**src/rtl/pkt_loopback.sv**
```systemverilog
// pkt_loopback: drains MAC receive frames into a small elastic FIFO and replays them on MAC transmit.
// Define PKT_LOOPBACK_STATS_EN to build the saturating frame / error-frame counters.
module pkt_loopback #(
   parameter int unsigned FIFO_AW = 4
) (
   input  logic        clk_156m25,
   input  logic        reset_156m25_n,
   input  logic        loopback_en,
   input  logic        pkt_rx_avail,
   output logic        pkt_rx_ren,
   input  logic        pkt_rx_val,
   input  logic        pkt_rx_sop,
   input  logic        pkt_rx_eop,
   input  logic        pkt_rx_err,
   input  logic [63:0] pkt_rx_data,
   input  logic [2:0]  pkt_rx_mod,
   input  logic        pkt_tx_full,
   output logic        pkt_tx_val,
   output logic        pkt_tx_sop,
   output logic        pkt_tx_eop,
   output logic [63:0] pkt_tx_data,
   output logic [2:0]  pkt_tx_mod,
   output logic        busy,
   output logic [31:0] stat_frames,
   output logic [31:0] stat_err_frames
);

   localparam int unsigned DEPTH = 2**FIFO_AW;
   localparam int unsigned CW    = FIFO_AW + 1;

   typedef struct packed {
      logic [63:0] data;
      logic        sop;
      logic        eop;
      logic [2:0]  mod;
      logic        err;
   } fifo_word_t;

   typedef enum logic {
      IDLE = 1'b0,
      READ = 1'b1
   } state_t;

   state_t             state;
   fifo_word_t         mem [DEPTH];
   fifo_word_t         wr_word;
   fifo_word_t         rd_word;
   logic [FIFO_AW-1:0] wr_ptr;
   logic [FIFO_AW-1:0] rd_ptr;
   logic [CW-1:0]      count;
   logic               push;
   logic               pop;
   logic               rx_eop_seen;

   assign rx_eop_seen = pkt_rx_val & pkt_rx_eop;
   assign push        = pkt_rx_val;
   assign pop         = (count != '0) & ~pkt_tx_full;
   assign wr_word     = '{data: pkt_rx_data, sop: pkt_rx_sop, eop: pkt_rx_eop,
                          mod: pkt_rx_mod, err: pkt_rx_err};
   assign rd_word     = mem[rd_ptr];

   // Threshold leaves room for the word already in flight plus this cycle's write.
   assign pkt_rx_ren = reset_156m25_n & (state == READ) & ~rx_eop_seen
                       & (count <= CW'(DEPTH - 3));
   assign busy       = (state != IDLE) | (count != '0);

   // Reader FSM: one frame per visit to READ, ended by the eop word.
   always_ff @(posedge clk_156m25) begin
      if (!reset_156m25_n) begin
         state <= IDLE;
      end else begin
         case (state)
            IDLE:    if (loopback_en && pkt_rx_avail) state <= READ;
            READ:    if (rx_eop_seen) state <= IDLE;
            default: state <= IDLE;
         endcase
      end
   end

   always_ff @(posedge clk_156m25) begin
      if (push) mem[wr_ptr] <= wr_word;
   end

   // Pointers, occupancy and registered transmit stage.
   always_ff @(posedge clk_156m25) begin
      if (!reset_156m25_n) begin
         wr_ptr      <= '0;
         rd_ptr      <= '0;
         count       <= '0;
         pkt_tx_val  <= 1'b0;
         pkt_tx_sop  <= 1'b0;
         pkt_tx_eop  <= 1'b0;
         pkt_tx_data <= '0;
         pkt_tx_mod  <= '0;
      end else begin
         if (push) wr_ptr <= wr_ptr + FIFO_AW'(1);
         if (pop)  rd_ptr <= rd_ptr + FIFO_AW'(1);
         count      <= count + CW'(push) - CW'(pop);
         pkt_tx_val <= pop;
         if (pop) begin
            pkt_tx_sop  <= rd_word.sop;
            pkt_tx_eop  <= rd_word.eop;
            pkt_tx_data <= rd_word.data;
            pkt_tx_mod  <= rd_word.mod;
         end
      end
   end

`ifdef PKT_LOOPBACK_STATS_EN
   // Saturating counters, updated as eop words leave the FIFO.
   always_ff @(posedge clk_156m25) begin
      if (!reset_156m25_n) begin
         stat_frames     <= '0;
         stat_err_frames <= '0;
      end else if (pop && rd_word.eop) begin
         if (stat_frames != '1) stat_frames <= stat_frames + 32'd1;
         if (rd_word.err && (stat_err_frames != '1)) stat_err_frames <= stat_err_frames + 32'd1;
      end
   end
`else
   logic unused_err;
   assign unused_err      = rd_word.err;
   assign stat_frames     = '0;
   assign stat_err_frames = '0;
`endif

endmodule

```
**config.mk**
```make
export PLATFORM = sky130hd
export DESIGN_NAME = pkt_loopback
export DESIGN_NICKNAME = d
export VERILOG_FILES = /design/src/rtl/pkt_loopback.sv
export SDC_FILE = /design/constraint.sdc
export NUM_CORES = 1
export LEC_CHECK = 0
export CORE_UTILIZATION = 25
export DETAILED_ROUTE_END_ITERATION = 10
export PLACE_DENSITY = 0.46
export SLEW_MARGIN = 10
export SYNTH_ARGS = -nofsm -noshare
export SYNTH_HDL_FRONTEND = slang
export SYNTH_SLANG_ARGS = --single-unit
```
**constraint.sdc**
```tcl
create_clock -name clk_156m25 -period 3.64 [get_ports clk_156m25]
set_input_delay 0.728 -clock clk_156m25 [delete_from_list [all_inputs] [get_ports clk_156m25]]
set_output_delay 0.728 -clock clk_156m25 [all_outputs]
set_load 0.1 [all_outputs]
```
==> impl_results.md <==
* Startpoint type of the worst setup path: register
* Horizontal extent of the die at 425.3 µm
* Fraction of synthesized cell area taken by the top area cell type at 74.02%
* Share of cells above drive strength 1 at 25.83%
* Number of global-route vias before repair at ~22000
* Number of rows in the core area at around 150
* Cell accounting for the most synthesized area: sky130_fd_sc_hd__edfxtp_1
* Maximum fanout encountered on the critical timing path at 2
* Hold buffers post-CTS at 0
* Maximum cell stage delay along the critical path at 1.20 ns
* Area growth from synthesis to final layout at 19.24%
* Setup violators final at 0
* Buffer and inverter count on the worst path at 1
* Leakage power total at roughly 16 nW
* Wire length after detailed routing at ~110000 µm
* Final TNS setup at 0 ns
* Class of the most critical hold timing path: input port to register
* Initial antenna violation count at 19
* Placeable core region at about 0.18 mm²
* Max Cap Violations at 0
* Number of DRC markers in iteration 0 at 1480
* Root buf cell: sky130_fd_sc_hd__clkbuf_16
* Sequential cell area fraction in the yosys report at 77.78%
* Starting density of the core at 25.29%
* Highest attainable clock frequency at approximately 320 MHz
* Critical Path RT at 2.91 ns
* Placer Congestion at 0.6884
* Clock latency at the later pin of the worst-skew pair at ~0.74 ns
* Pin slew with the least headroom to its limit at ~1.0 ns
* Flop and latch count out of synthesis at roughly 1200
* Fin Clk Skew at approximately 0.026 ns
* Residual antenna-violating net count after detailed routing at 0
* Cells taking the most area after synthesis: sky130_fd_sc_hd__edfxtp_1, sky130_fd_sc_hd__mux4_2, sky130_fd_sc_hd__dfxtp_1
* Total via count in the routed design at between 20000 and 25000
* Final hold vios at 0
* # H-tree levels at 3
* CTS Buffer Depth at 3
* Critical setup path kind: register to primary output
* Final worst path period share at a little under nine tenths
* Number of remaining DRC errors at 0
* Post-synth EDFFs at about 1100
* Area of the die at between 0.15 and 0.2 mm²
* Global Route Usage Sum at 12.63%
* Remaining max-slew budget at the tightest pin at a little under a third
* CP cell instances: clkdlybuf4s50_1
* IO Port Bufs at between 100 and 150
* Clock transition at path regs at approximately 0.060 ns
* Vias per Instance at around 4.4
* Largest voltage drop on the vdd net at ~410 µV
* Async set-reset flop share out of synthesis at 0%
* Post-synthesis cell count at about 2000
* Prevailing post-synth register cell: sky130_fd_sc_hd__edfxtp_1
* Fraction of the core area covered by cells at the end of the flow at a little under a third
* Total of warnings raised by yosys at 0
* TritonCTS Buffers at between 100 and 150
* Cell family contributing the most delay on the critical path: buffers and inverters
* Count of instances resized after the clock tree is built at 0
* Total setup buffers inserted after CTS at 0
* Pwr dens at between 600 and 700 mW/mm²
* TritonCTS clock tree: yes
* Number of distinct standard cells referenced by the synthesized netlist at between 40 and 50
* Die Height at ~430 µm
* DP Wirelength at slightly above 60000 µm
* Number of ports placed on the die boundary at around 210
* Type of element capturing the critical path: primary output
* Maximum number of pins on one net before global-route repair at 72
* Global route overflow at 0
* First-pass iteration count of the detailed router at 5
* First-pass GRT wire length at 164300 µm
* Average cell area after synthesis at 22.87 µm²
* Unrepaired setup endpoints after global routing: false
* Slew Viols, Final at 0
* Slowest cell on the critical path: sky130_fd_sc_hd__clkdlybuf4s50_1
* Total clock sinks at approximately 1200
* Final-stage net count at ~2300
* Status: completed
* Average wire per cell in the routed design at approximately 25 µm
* WP data arrival at ~2.4 ns
* Synthesized area at roughly 0.045 mm²
* Final critical delay including setup and external delays at between 3 and 4 ns
-- worst reg2reg max path: cells and delay by family (launching register included) --
kind | cells | cell delay, ns
AOI/OAI and AO/OA | 1 | 0.20
buffers and inverters | 3 | 0.23
adders and majority gates | 4 | 1.12
and+or+nand+nor | 5 | 1.03
DFF | 1 | 0.35
-- final cells by class --
cell class | instances | area (µm²)
clock buffers | 150 | 3141
fillers | 16940 | 123700
multi-input cells | 648 | 9191
well taps | 2340 | 2928
inverters | 11 | 41.29
repair buffers | 211 | 2532
clock inverters | 72 | 715.7
diodes | 5 | 12.51
flip-flops and latches | 1188 | 34840
-- final timing paths --
check / start / to / slack (ns) / depth (start not counted)
worst max-delay path: pkt_tx_data[32] / pkt_tx_data[32] / 0.50 / 1
worst min-delay path: reset_156m25_n / pkt_tx_data[26] / 0.46 / 3
worst max register to register: count[2] / count[4] / 0.61 / 13
worst min register to register: pkt_tx_data[27] / pkt_tx_data[27] / 0.53 / 2
-- synth_stat cells, types with 2 or more instances --
| master | instances |
|---|---|
| sky130_fd_sc_hd__buf_6 | 13 |
| sky130_fd_sc_hd__buf_4 | 65 |
| sky130_fd_sc_hd__buf_1 | 8 |
| sky130_fd_sc_hd__buf_2 | 30 |
| sky130_fd_sc_hd__nor2b_1 | 2 |
| sky130_fd_sc_hd__nand3_1 | 7 |
| sky130_fd_sc_hd__inv_1 | 11 |
| sky130_fd_sc_hd__mux4_2 | 276 |
| sky130_fd_sc_hd__dfxtp_1 | 84 |
| sky130_fd_sc_hd__nor3_1 | 4 |
| sky130_fd_sc_hd__a22o_1 | 134 |
| sky130_fd_sc_hd__mux2i_1 | 2 |
| sky130_fd_sc_hd__and3_1 | 3 |
| sky130_fd_sc_hd__nor2_1 | 3 |
| sky130_fd_sc_hd__a21oi_1 | 3 |
| sky130_fd_sc_hd__ha_1 | 15 |
| sky130_fd_sc_hd__a221o_1 | 67 |
| sky130_fd_sc_hd__and2_1 | 28 |
| sky130_fd_sc_hd__xor2_1 | 4 |
| sky130_fd_sc_hd__nand2_1 | 10 |
| sky130_fd_sc_hd__and3_4 | 2 |
| sky130_fd_sc_hd__clkbuf_1 | 58 |
| sky130_fd_sc_hd__edfxtp_1 | 1104 |
| sky130_fd_sc_hd__o21ai_0 | 2 |
| sky130_fd_sc_hd__xnor2_1 | 4 |
-- state kept, by name (all words and copies together) (netlist names) --
register,flops
mem,1104
pkt_tx_data,64
count,5
rd_ptr,4
wr_ptr,4
pkt_tx_mod,3
pkt_tx_eop,1
pkt_tx_sop,1
pkt_tx_val,1
state,1
-- routing by layer --
metal | vias to the layer above | wire length (µm) | global-route usage, %
met4 | 20 | 2052 | 3.507
met2 | 428 | 60290 | 22.69
met5 | - | 121 | 0
li1 | 8690 | - | -
met3 | 156 | 4901 | 2.390
met1 | 11200 | 46480 | 15.32
-- metrics by stage --
stage                     hold WS, ns  worst slack [ns]  cells  area [µm²]  power [mW]
final                          0.4633            0.4969   4625       53400       34.93
after global routing           0.4797            0.4364   4623       53400       36.26
after CTS                      0.4297            0.3859   4620       53390       35.47
after detailed placement       0.5289            0.3435   4398       49530       23.28
after global placement         0.5205            0.2393   4398       49530       23.22
after floorplan                0.5395            0.2527   2021       45030       21.31
-- layout by cell type, fill, tap and decap left out, drive strengths merged, types with 10 or more instances in the layout --
cell type	synthesis	routed
edfxtp	1104	1104
mux4	276	276
clkbuf	58	150
a22o	134	134
clkdlybuf4s50	0	109
buf	116	102
dfxtp	84	84
a221o	67	67
conb	1	64
clkinv	0	49
and2	28	28
ha	15	15
inv	11	15
bufinv	0	11
nand2	10	10
-- power breakdown --
| group | internal (mW) | switching, mW | total, mW |
|---|---|---|---|
| logic | 2.83 | 4.26 | 7.09 |
| registers | 15.3 | 0.393 | 15.7 |
| clock network | 6.89 | 5.23 | 12.1 |
-- cell families (layout without fill, tap and decap cells) --
group | after synthesis | in the layout | synth area share (%)
AO/OA/AOI/OAI | 212 | 212 | 4.274
XOR/XNOR | 8 | 8 | 0.1564
adder cells (fa/ha/maj) | 16 | 16 | 0.4638
buffers and inverters | 185 | 444 | 2.397
flip-flops | 1188 | 1188 | 77.78
multiplexers | 279 | 279 | 13.95
other | 1 | 69 | 0.008373
AND/OR/NAND/NOR | 69 | 69 | 0.9750
Power figures use the tool's default switching activity.
